===== src/rtl/calc_sequencer_if.sv =====
// Command and result handshake bundle between a producer/consumer and calc_sequencer.
interface calc_sequencer_if #(
  parameter int unsigned WIDTH = 4
);
  logic             cmd_valid;
  logic             cmd_ready;
  logic [2:0]       cmd_op;
  logic [WIDTH-1:0] cmd_a;
  logic [WIDTH-1:0] cmd_b;
  logic             cmd_chain;
  logic             res_valid;
  logic             res_ready;
  logic [WIDTH-1:0] res_data;
  logic             res_ovf;

  modport master (
    output cmd_valid, cmd_op, cmd_a, cmd_b, cmd_chain, res_ready,
    input  cmd_ready, res_valid, res_data, res_ovf
  );

  modport slave (
    input  cmd_valid, cmd_op, cmd_a, cmd_b, cmd_chain, res_ready,
    output cmd_ready, res_valid, res_data, res_ovf
  );
endinterface


===== src/rtl/calc_sequencer.sv =====
// Drives a combinational 4-bit calculator from a valid/ready command port and returns
// its registered result, with a chaining accumulator and overflow bookkeeping.
module calc_sequencer #(
  parameter int unsigned WIDTH     = 4,
  parameter int unsigned OVF_CNT_W = 8
) (
  input  logic                 clk,
  input  logic                 rst_n,
  calc_sequencer_if.slave      bus,
  input  logic                 clr,
  output logic [2:0]           calc_op,
  output logic [WIDTH-1:0]     calc_a,
  output logic [WIDTH-1:0]     calc_b,
  input  logic [WIDTH-1:0]     calc_r,
  input  logic                 calc_ovf,
  output logic [WIDTH-1:0]     acc,
  output logic                 ovf_sticky,
  output logic [OVF_CNT_W-1:0] ovf_count
);

  typedef enum logic [1:0] {
    IDLE  = 2'd0,
    DRIVE = 2'd1,
    RESP  = 2'd2
  } state_e;

  state_e               state_q, state_d;
  logic                 cmd_ready_q, cmd_ready_d;
  logic                 res_valid_q, res_valid_d;
  logic [2:0]           calc_op_q, calc_op_d;
  logic [WIDTH-1:0]     calc_a_q, calc_a_d;
  logic [WIDTH-1:0]     calc_b_q, calc_b_d;
  logic [WIDTH-1:0]     res_data_q, res_data_d;
  logic                 res_ovf_q, res_ovf_d;
  logic [WIDTH-1:0]     acc_q, acc_d;
  logic                 sticky_q, sticky_d;
  logic [OVF_CNT_W-1:0] cnt_q, cnt_d;
  logic                 accept;

  // Handshake flags are registered so they read 0 while reset is held and
  // cmd_ready rises only on the first edge after release.
  assign accept = bus.cmd_valid && cmd_ready_q;

  always_ff @(posedge clk or negedge rst_n) begin
    if (!rst_n) begin
      state_q <= IDLE;
    end else begin
      state_q <= state_d;
    end
  end

  always_comb begin
    state_d = state_q;
    unique case (state_q)
      IDLE:    if (accept) state_d = DRIVE;
      DRIVE:   state_d = RESP;
      RESP:    if (bus.res_ready) state_d = IDLE;
      default: state_d = IDLE;
    endcase
  end

  always_comb begin
    cmd_ready_d = (state_d == IDLE);
    res_valid_d = (state_d == RESP);
    calc_op_d   = calc_op_q;
    calc_a_d    = calc_a_q;
    calc_b_d    = calc_b_q;
    res_data_d  = res_data_q;
    res_ovf_d   = res_ovf_q;
    acc_d       = acc_q;
    sticky_d    = sticky_q;
    cnt_d       = cnt_q;

    if (state_q == IDLE && accept) begin
      calc_op_d = bus.cmd_op;
      calc_a_d  = bus.cmd_chain ? acc_q : bus.cmd_a;
      calc_b_d  = bus.cmd_b;
    end

    if (state_q == DRIVE) begin
      res_data_d = calc_r;
      res_ovf_d  = calc_ovf;
      acc_d      = calc_r;
      if (calc_ovf) begin
        sticky_d = 1'b1;
        if (cnt_q != '1) cnt_d = cnt_q + 1'b1;
      end
    end

    // clr wins over capture for the bookkeeping only; the result path is untouched.
    if (clr) begin
      acc_d    = '0;
      sticky_d = 1'b0;
      cnt_d    = '0;
    end
  end

  always_ff @(posedge clk or negedge rst_n) begin
    if (!rst_n) begin
      cmd_ready_q <= 1'b0;
      res_valid_q <= 1'b0;
      calc_op_q   <= '0;
      calc_a_q    <= '0;
      calc_b_q    <= '0;
      res_data_q  <= '0;
      res_ovf_q   <= 1'b0;
      acc_q       <= '0;
      sticky_q    <= 1'b0;
      cnt_q       <= '0;
    end else begin
      cmd_ready_q <= cmd_ready_d;
      res_valid_q <= res_valid_d;
      calc_op_q   <= calc_op_d;
      calc_a_q    <= calc_a_d;
      calc_b_q    <= calc_b_d;
      res_data_q  <= res_data_d;
      res_ovf_q   <= res_ovf_d;
      acc_q       <= acc_d;
      sticky_q    <= sticky_d;
      cnt_q       <= cnt_d;
    end
  end

  assign bus.cmd_ready = cmd_ready_q;
  assign bus.res_valid = res_valid_q;
  assign bus.res_data  = res_data_q;
  assign bus.res_ovf   = res_ovf_q;
  assign calc_op       = calc_op_q;
  assign calc_a        = calc_a_q;
  assign calc_b        = calc_b_q;
  assign acc           = acc_q;
  assign ovf_sticky    = sticky_q;
  assign ovf_count     = cnt_q;

endmodule


===== src/flat_wrapper.sv =====
// flat-port wrapper written by rule: the top's interface ports become plain ports
module calc_sequencer_flat 
#(
  parameter int unsigned WIDTH     = 4,
  parameter int unsigned OVF_CNT_W = 8
)
  (clk, rst_n, clr, calc_op, calc_a, calc_b, calc_r, calc_ovf, acc, ovf_sticky, ovf_count, bus_cmd_valid, bus_cmd_op, bus_cmd_a, bus_cmd_b, bus_cmd_chain, bus_res_ready, bus_cmd_ready, bus_res_valid, bus_res_data, bus_res_ovf);
  calc_sequencer_if #(.WIDTH(WIDTH)) bus_i ();
  input  logic clk;
  input  logic rst_n;
  input  logic clr;
  output logic [2:0] calc_op;
  output logic [WIDTH-1:0] calc_a;
  output logic [WIDTH-1:0] calc_b;
  input  logic [WIDTH-1:0] calc_r;
  input  logic calc_ovf;
  output logic [WIDTH-1:0] acc;
  output logic ovf_sticky;
  output logic [OVF_CNT_W-1:0] ovf_count;
  input wire logic [$bits(bus_i.cmd_valid)-1:0] bus_cmd_valid;
  input wire logic [$bits(bus_i.cmd_op)-1:0] bus_cmd_op;
  input wire logic [$bits(bus_i.cmd_a)-1:0] bus_cmd_a;
  input wire logic [$bits(bus_i.cmd_b)-1:0] bus_cmd_b;
  input wire logic [$bits(bus_i.cmd_chain)-1:0] bus_cmd_chain;
  input wire logic [$bits(bus_i.res_ready)-1:0] bus_res_ready;
  output wire logic [$bits(bus_i.cmd_ready)-1:0] bus_cmd_ready;
  output wire logic [$bits(bus_i.res_valid)-1:0] bus_res_valid;
  output wire logic [$bits(bus_i.res_data)-1:0] bus_res_data;
  output wire logic [$bits(bus_i.res_ovf)-1:0] bus_res_ovf;
  assign bus_i.cmd_valid = bus_cmd_valid;
  assign bus_i.cmd_op = bus_cmd_op;
  assign bus_i.cmd_a = bus_cmd_a;
  assign bus_i.cmd_b = bus_cmd_b;
  assign bus_i.cmd_chain = bus_cmd_chain;
  assign bus_i.res_ready = bus_res_ready;
  assign bus_cmd_ready = bus_i.cmd_ready;
  assign bus_res_valid = bus_i.res_valid;
  assign bus_res_data = bus_i.res_data;
  assign bus_res_ovf = bus_i.res_ovf;
  calc_sequencer #(.WIDTH(WIDTH), .OVF_CNT_W(OVF_CNT_W)) u_core (.clk(clk), .rst_n(rst_n), .bus(bus_i), .clr(clr), .calc_op(calc_op), .calc_a(calc_a), .calc_b(calc_b), .calc_r(calc_r), .calc_ovf(calc_ovf), .acc(acc), .ovf_sticky(ovf_sticky), .ovf_count(ovf_count));
endmodule

===== config.mk =====
export PLATFORM = sky130hd
export DESIGN_NAME = calc_sequencer_flat
export DESIGN_NICKNAME = d
export VERILOG_FILES = /design/src/rtl/calc_sequencer_if.sv /design/src/rtl/calc_sequencer.sv /design/src/flat_wrapper.sv
export SDC_FILE = /design/constraint.sdc
export NUM_CORES = 1
export LEC_CHECK = 0
export BUFFER_PORTS_ARGS = -buffer_cell sky130_fd_sc_hd__buf_2
export CAP_MARGIN = 0
export CORE_ASPECT_RATIO = 0.6
export CORE_MARGIN = 3
export CORE_UTILIZATION = 47
export DETAILED_ROUTE_END_ITERATION = 10
export PLACE_DENSITY = 0.8
export SLEW_MARGIN = 20
export SYNTH_ARGS = -nofsm -noshare
export SYNTH_HDL_FRONTEND = slang
export SYNTH_SLANG_ARGS = --single-unit

===== constraint.sdc =====
create_clock -name clk -period 1.9 [get_ports clk]
set_clock_uncertainty 0.05 [all_clocks]
set_input_delay 0.38 -clock clk [delete_from_list [all_inputs] [get_ports clk]]
set_output_delay 0.38 -clock clk [all_outputs]
set_load 0.02 [all_outputs]

==> flow_metrics.env, run 1 <==
export IMPL_finalMaxSlewViolations=0
export IMPL_ys_ff_latch=33
export IMPL_stdcell_count=218
export IMPL_period_needed_ns=1.594
export IMPL_yosysSeqAreaShare=0.6000
export IMPL_timing_fmax_ghz=0.6273
export IMPL_timing_rr_start="u_core.ovf_count[0]"
export IMPL_ys_types=31
export IMPL_yosys_area_top_type="dfrtp_1"
export IMPL_crit_type="reg -> reg"
export IMPL_num_rows=14
export IMPL_grtUsageTotal=0.1852
export IMPL_drive_gt1_frac=0.4045
export IMPL_p_sw_frac=0.3583
export IMPL_seq_power_share=0.395
export IMPL_cp_arrival_ns=1.70
export IMPL_p_switching_mw=0.9639
export IMPL_vias_per_cell=5.174
export IMPL_hold_violations=0
export IMPL_dp_hpwl_um=2284
export IMPL_drt_total_wl_um=3081
export IMPL_min_path_type="in -> async"
export IMPL_rsz0062_at_grt="no"
export IMPL_wl_per_cell_um=14.13
export IMPL_cp_start_kind="flip-flop"
export IMPL_cts_max_level=2
export IMPL_cpPeakStageDelay_ns=0.45
export IMPL_grt_first_pass_wirelength_um=4705
export IMPL_p_per_area_nw_per_um2=1495
export IMPL_vias=1128
export IMPL_fin_nets=200
export IMPL_worstRegToRegCells=5
export IMPL_clkTransAtPathRegs_ns=0.07
export IMPL_worst_pin_slew_ns=0.7109
export IMPL_crit_slowest_cell="dfrtp_1"
export IMPL_post_cts_buffers=0
export IMPL_numCtsBuffers=5
export IMPL_drc=0
export IMPL_cts_path_max_buffers=2
export IMPL_ff2ff_setup_slack_ns=0.31
export IMPL_setup_violations=0
export IMPL_cts_sinks=33
export IMPL_path_depth=5
export IMPL_p_int_mw=1.726
export IMPL_fin_area_sq_um=1799
export IMPL_synth_area_sq_um=1376
export IMPL_setup_tns_ns=0
export IMPL_antenna_cells=0
export IMPL_vdd_ir_drop_max_uv=688.7
export IMPL_antenna_left=0
export IMPL_cp_cell_sequence="ha_1 > nand3_1 > o21ai_0 > mux2i_1 > nor2_1"
export IMPL_clock_latency_ns=0.28
export IMPL_placed_area_sq_um=1683
export IMPL_tritoncts="done"
export IMPL_cts_root_buf="clkbuf_8"
export IMPL_antenna_found_initial=0
export IMPL_drt_iter0_markers=93
export IMPL_start_util=0.5203
export IMPL_fillers=202
export IMPL_reg2reg_to="u_core.ovf_count[1]"
export IMPL_path_buf_inv=0
export IMPL_grt_max_degree=34
export IMPL_core_region_area_sq_um=2645
export IMPL_io_buffers=52
export IMPL_avgSynthCellArea_sq_um=11.47
export IMPL_gp_congestion=0.7539
export IMPL_areaGrowthSynthToFinish_pct=30.73
export IMPL_maxCapViolCount=0
export IMPL_p_leak_nw=0.9464
export IMPL_crit_start="u_core.ovf_count[0]"
export IMPL_critPathCaptureType="flip-flop"
export IMPL_synthTopCellsByArea="dfrtp_1 60%, mux2_2 5.7%, nand2_1 5.2%"
export IMPL_max_slew_margin=0.5260
export IMPL_p_comb_frac=0.354
export IMPL_postCtsHoldBufs=0
export IMPL_ctsResizeCount=0
export IMPL_synth_fp_nets=143
export IMPL_drt_pass1_iter_count=4
export IMPL_status="finished, final reports clean"
export IMPL_cp_required_ns=2.01
export IMPL_io_pins=53
export IMPL_synthCells=120
export IMPL_die_w_um=75.86
export IMPL_yosysTopAreaCellShare=0.6000
export IMPL_grt_pass1_vias=1039
export IMPL_cp_max_fo=5
export IMPL_placedCellCount=210
export IMPL_dieArea_sq_um=3635
export IMPL_fp_dieH_um=47.92
export IMPL_clkPwrFrac=0.251
export IMPL_fin_crit_sh=0.8390
export IMPL_ys_warn_count=0
export IMPL_overflow=0
export IMPL_cpLargestDelayFamily="flip-flops"
-- kinds of logic after synthesis --
family                   share of synthesized area
AO/OA/AOI/OAI                              0.09728
XOR/XNOR                                  0.006365
adder cells (fa/ha/maj)                   0.009089
buffers and inverters                      0.01636
flip-flops                                  0.6000
multiplexers                               0.09364
AND/OR/NAND/NOR                             0.1773
-- sequential cells by signal, indices dropped and copies added (netlist names) --
| register | count |
|---|---|
| u_core.ovf_sticky | 1 |
| u_core.calc_b | 4 |
| u_core.calc_op | 3 |
| u_core.bus.res_data | 4 |
| u_core.bus.res_valid | 1 |
| u_core.state_q | 2 |
| u_core.ovf_count | 8 |
| u_core.bus.res_ovf | 1 |
| u_core.bus.cmd_ready | 1 |
| u_core.calc_a | 4 |
| u_core.acc | 4 |
-- placed cells by master (no fill, tap or decap), types with 2 or more instances in the layout --
cell type	count
buf_2	52
dfrtp_1	33
nand2_1	19
a21oi_1	13
nor2_1	9
mux2_2	7
clkbuf_8	6
mux2i_1	5
o21ai_0	4
or2b_1	2
nor2b_1	2
and3_1	2
and4_1	2
or3_1	2
buf_4	2
-- synth_stat cells --
master    number
clkbuf_1       2
nor2b_1        2
ha_1           1
dfrtp_1       33
a311oi_1       1
or2b_1         2
nor3_2         1
buf_1          1
nand3_1        1
mux2_2         7
mux2i_1        5
or3_1          2
and3_4         1
o31ai_1        1
a211oi_1       1
and3b_2        1
and3_1         2
a21o_1         1
nor2_1         9
o41ai_1        1
buf_4          1
nand2_1       19
o21ai_0        4
inv_1          1
a21oi_1       13
o311ai_0       1
nand4_1        1
nor3_1         1
xor2_1         1
and4_1         2
nand4_4        1
-- layer usage --
| metal | GRT usage | wire, um | share of wire | up-vias |
|---|---|---|---|---|
| met4 | 0.08362 | 61 | 0.020 | 0 |
| li1 | - | - | - | 542 |
| met3 | 0.05870 | 174 | 0.056 | 7 |
| met5 | 0 | 0 | 0 | - |
| met2 | 0.3010 | 1494 | 0.48 | 30 |
| met1 | 0.2307 | 1351 | 0.44 | 549 |
-- final cells by class --
class / count / area [sq um] / area share
flip-flops and latches: 33 / 825.8 / 0.4590
multi-input cells: 82 / 528.0 / 0.2935
repair buffers: 54 / 275.3 / 0.1530
clock buffers: 7 / 86.33 / 0.04798
well taps: 40 / 50.05 / 0.02782
clock inverters: 1 / 30.03 / 0.01669
inverters: 1 / 3.754 / 0.002086
-- per-stage QoR --
stage	setup slack [ns]	hold WS (ns)	util	power, mW
floorplan	0.3227	0.03441	-	1.685
global placement	0.4166	0.4052	0.6362	2.002
detailed placement	0.3280	0.4116	0.6362	2.041
CTS	0.2928	0.1186	0.6802	2.714
global route	0.1633	0.1586	0.6802	2.840
finish	0.3059	0.09301	0.6802	2.690
-- power by group through the flow --
stage	logic [mW]	clock network [mW]	registers (mW)
floorplan	0.346	0	1.34
global placement	0.940	0	1.06
detailed placement	0.964	0	1.08
CTS	0.967	0.682	1.07
global route	1.04	0.710	1.09
finish	0.952	0.676	1.06
-- how the worst max path moves through the flow --
stage	end	slack [ns]
2_1_floorplan	u_core.ovf_count[1]	0.32
3_3_place_gp	u_core.ovf_count[1]	0.42
3_5_place_dp	u_core.ovf_count[1]	0.33
4_1_cts	u_core.ovf_count[1]	0.29
5_1_grt	u_core.ovf_count[1]	0.16
6_report	u_core.ovf_count[1]	0.31
(Power assumes the default switching activity.)
==> run 2, diff against run 1 <==
--- a/config.mk
+++ b/config.mk
@@ -5,13 +5,14 @@
 export SDC_FILE = /design/constraint.sdc
 export NUM_CORES = 1
 export LEC_CHECK = 0
+export ABC_AREA = 1
 export BUFFER_PORTS_ARGS = -buffer_cell sky130_fd_sc_hd__buf_2
 export CAP_MARGIN = 0
 export CORE_ASPECT_RATIO = 0.6
 export CORE_MARGIN = 3
-export CORE_UTILIZATION = 47
+export CORE_UTILIZATION = 44
 export DETAILED_ROUTE_END_ITERATION = 10
-export PLACE_DENSITY = 0.8
+export PLACE_DENSITY = 0.78
 export SLEW_MARGIN = 20
 export SYNTH_ARGS = -nofsm -noshare
 export SYNTH_HDL_FRONTEND = slang
==> constraint.sdc (replaced) <==
create_clock -name clk -period 1.4 [get_ports clk]
set_clock_uncertainty 0.05 [all_clocks]
set_input_delay 0.28 -clock clk [delete_from_list [all_inputs] [get_ports clk]]
set_output_delay 0.28 -clock clk [all_outputs]
set_load 0.02 [all_outputs]
==> run 2 against run 1 <==
Utilization is 3.9 points lower. Routed wire length is 9.4% higher. Non-clock buffer count is 4 higher. Critical path depth is 4 lower. Cell count is 28% higher. Worst setup slack worse by 0.22 ns. Hold slack better by 0.041 ns. Global-route usage is 0.40 points higher. Combinational power is 34% higher. Critical endpoint is now ovf_count[2]. Largest power group unchanged. Highest routed layer unchanged.
==> flow_metrics.env, run 2 <==
export IMPL_status="finished, final reports clean"
export IMPL_finalMaxSlewViolations=0
export IMPL_drive_gt1_frac=0.3445
export IMPL_cp_cell_sequence="buf_2"
export IMPL_areaGrowthSynthToFinish_pct=31.41
export IMPL_tritoncts="done"
export IMPL_final_cell_mix="69 x nand2_1, 52 x buf_2, 33 x dfrtp_1, 16 x nand3_1, 10 x inv_1"
export IMPL_min_from="bus_cmd_b[1]"
export IMPL_grt_first_pass_wirelength_um=5754
export IMPL_ys_ff_latch=33
export IMPL_yosysMostFrequentCell="nand2_1"
export IMPL_drt_iter0_markers=65
export IMPL_rsz0062_at_grt="no"
export IMPL_synthFlopType="dfrtp_1"
export IMPL_ys_warn_count=0
export IMPL_grtUsageTotal=0.1892
export IMPL_core_region_area_sq_um=3022
export IMPL_antenna_found_initial=0
export IMPL_p_total_mw=3.476
export IMPL_yosys_area_top_type="dfrtp_1"
export IMPL_critPathCaptureType="primary output"
export IMPL_cts_max_level=2
export IMPL_cpLargestDelayFamily="flip-flops"
export IMPL_synth_area_sq_um=1474
export IMPL_p_leak_nw=1.091
export IMPL_cts_sinks=33
export IMPL_vias=1352
export IMPL_vdd_ir_drop_max_uv=1191
export IMPL_antenna_left=0
export IMPL_numCtsBuffers=5
export IMPL_ys_types=24
export IMPL_antenna_cells=0
export IMPL_maxCapViolCount=0
export IMPL_p_per_area_nw_per_um2=1794
export IMPL_vias_per_cell=4.829
export IMPL_yosysSeqAreaShare=0.5603
export IMPL_cp_start_kind="flip-flop"
export IMPL_max_slew_margin=0.8343
export IMPL_synthTopCellsByArea="dfrtp_1 56%, nand2_1 18%, nand3_1 5.4%"
export IMPL_layout_commonest_cell="nand2_1"
export IMPL_fp_dieH_um=50.83
export IMPL_clock_latency_ns=0.29
export IMPL_drt_total_wl_um=3371
export IMPL_io_buffers=52
export IMPL_fin_crit_sh=0.9362
export IMPL_dieArea_sq_um=4103
export IMPL_setup_violations=0
export IMPL_path_buf_inv=1
export IMPL_fillers=272
export IMPL_grt_max_degree=34
export IMPL_cp_required_ns=1.07
export IMPL_worst_pin_slew_ns=0.2485
export IMPL_start_util=0.4878
export IMPL_wl_per_cell_um=12.04
export IMPL_cp_arrival_ns=0.98
export IMPL_setup_tns_ns=0
export IMPL_cp_max_fo=7
export IMPL_drt_pass1_iter_count=4
export IMPL_fin_nets=260
export IMPL_min_path_type="in -> reg"
export IMPL_drc=0
export IMPL_crit_type="reg -> out"
export IMPL_timing_rr_start="u_core.ovf_count[1]"
export IMPL_synth_fp_nets=198
export IMPL_gp_congestion=0.8249
export IMPL_cpPeakStageDelay_ns=0.48
export IMPL_timing_fmax_ghz=0.7629
export IMPL_overflow=0
export IMPL_synth_edf_count=0
export IMPL_grt_pass1_vias=1229
export IMPL_period_needed_ns=1.311
export IMPL_avgSynthCellArea_sq_um=8.422
export IMPL_cts_path_max_buffers=2
export IMPL_num_rows=15
export IMPL_clkTransAtPathRegs_ns=0.07
export IMPL_synthTopCellsByCount="69 x nand2_1, 33 x dfrtp_1, 16 x nand3_1, 10 x inv_1"
export IMPL_synthArstFlopShare=1.000
export IMPL_die_w_um=80.72
export IMPL_crit_start="u_core.ovf_count[2]"
export IMPL_cts_root_buf="clkbuf_8"
export IMPL_synthCells=175
export IMPL_crit_slowest_cell="dfrtp_1"
export IMPL_dp_hpwl_um=2516
export IMPL_largest_reg_flops=8
export IMPL_io_pins=53
export IMPL_yosysTopAreaCellShare=0.5603
export IMPL_hold_violations=0
[run 2: cell count changes after synthesis, sizes merged, moves of 3 or more]
cell / before / now
nand3: 1 / 17
mux2: 7 / 0
mux2i: 5 / 0
o21ai: 4 / 11
inv: 1 / 16
a21oi: 13 / 5
nand2: 19 / 73
and3: 3 / 0
[run 2: routing by layer]
layer / vias to the layer above / track usage / share of wire
met5: - / 0 / 0
met4: 0 / 0.09270 / 0.019
li1: 677 / - / -
met3: 7 / 0.05986 / 0.077
met1: 627 / 0.2708 / 0.50
met2: 41 / 0.2569 / 0.40
[run 2: logic make-up after synthesis]
kind of cell,Yosys count,synth area share
adders and majority gates,1,0.008488
buffers and inverters,20,0.05518
DFF,33,0.5603
AOI/OAI and AO/OA,19,0.06960
and+or+nand+nor,102,0.3065
[run 2: report_power, final]
part	internal, mW	switching, mW	leakage (nW)
Sequential	1.25	0.160	0.429
Clock	0.444	0.343	0.0542
Combinational	0.431	0.846	0.608
[run 2: final timing paths]
kind                            slack, ns                  end  cells after the start
worst max-delay path                 0.09         ovf_count[2]                      1
worst min-delay path                 0.13     u_core.calc_b[1]                      3
worst max register to register       0.11  u_core.ovf_count[1]                      8
worst min register to register       0.43    u_core.calc_op[0]                      2
max in group asynchronous            0.71  u_core.ovf_count[1]                      3
min in group asynchronous            0.43     u_core.calc_b[3]                      3
[run 2: area by class of cell]
type	instances	area, sq um	area share
Clock buffer	7	96.34	0.04974
Clock inverter	1	5.005	0.002584
Inverter	17	63.81	0.03295
Multi-Input combinational cell	122	573.1	0.2959
Sequential cell	33	825.8	0.4264
Tap cell	42	52.55	0.02713
Timing Repair Buffer	58	320.3	0.1654
[run 2: metrics by stage]
| step | setup slack [ns] | area, sq um | cells | utilization | hold WS (ns) |
|---|---|---|---|---|---|
| floorplan | 0.005207 | 1474 | 175 | - | -0.06559 |
| global placement | 0.1241 | 1819 | 271 | 0.6021 | 0.1954 |
| detailed placement | 0.08271 | 1819 | 271 | 0.6021 | 0.2008 |
| CTS | 0.06343 | 1931 | 280 | 0.6389 | 0.1242 |
| global route | 0.007431 | 1937 | 280 | 0.6410 | 0.1473 |
| finish | 0.08928 | 1937 | 280 | 0.6410 | 0.1343 |
[run 2: what timing repair did]
action / in CTS / in global routing
setup endpoints to repair: 0 / 3
buffers inserted: 0 / 0
endpoints found under the hold margin: 33 / 0
hold buffers: 1 / 0
resized for setup: 0 / 2
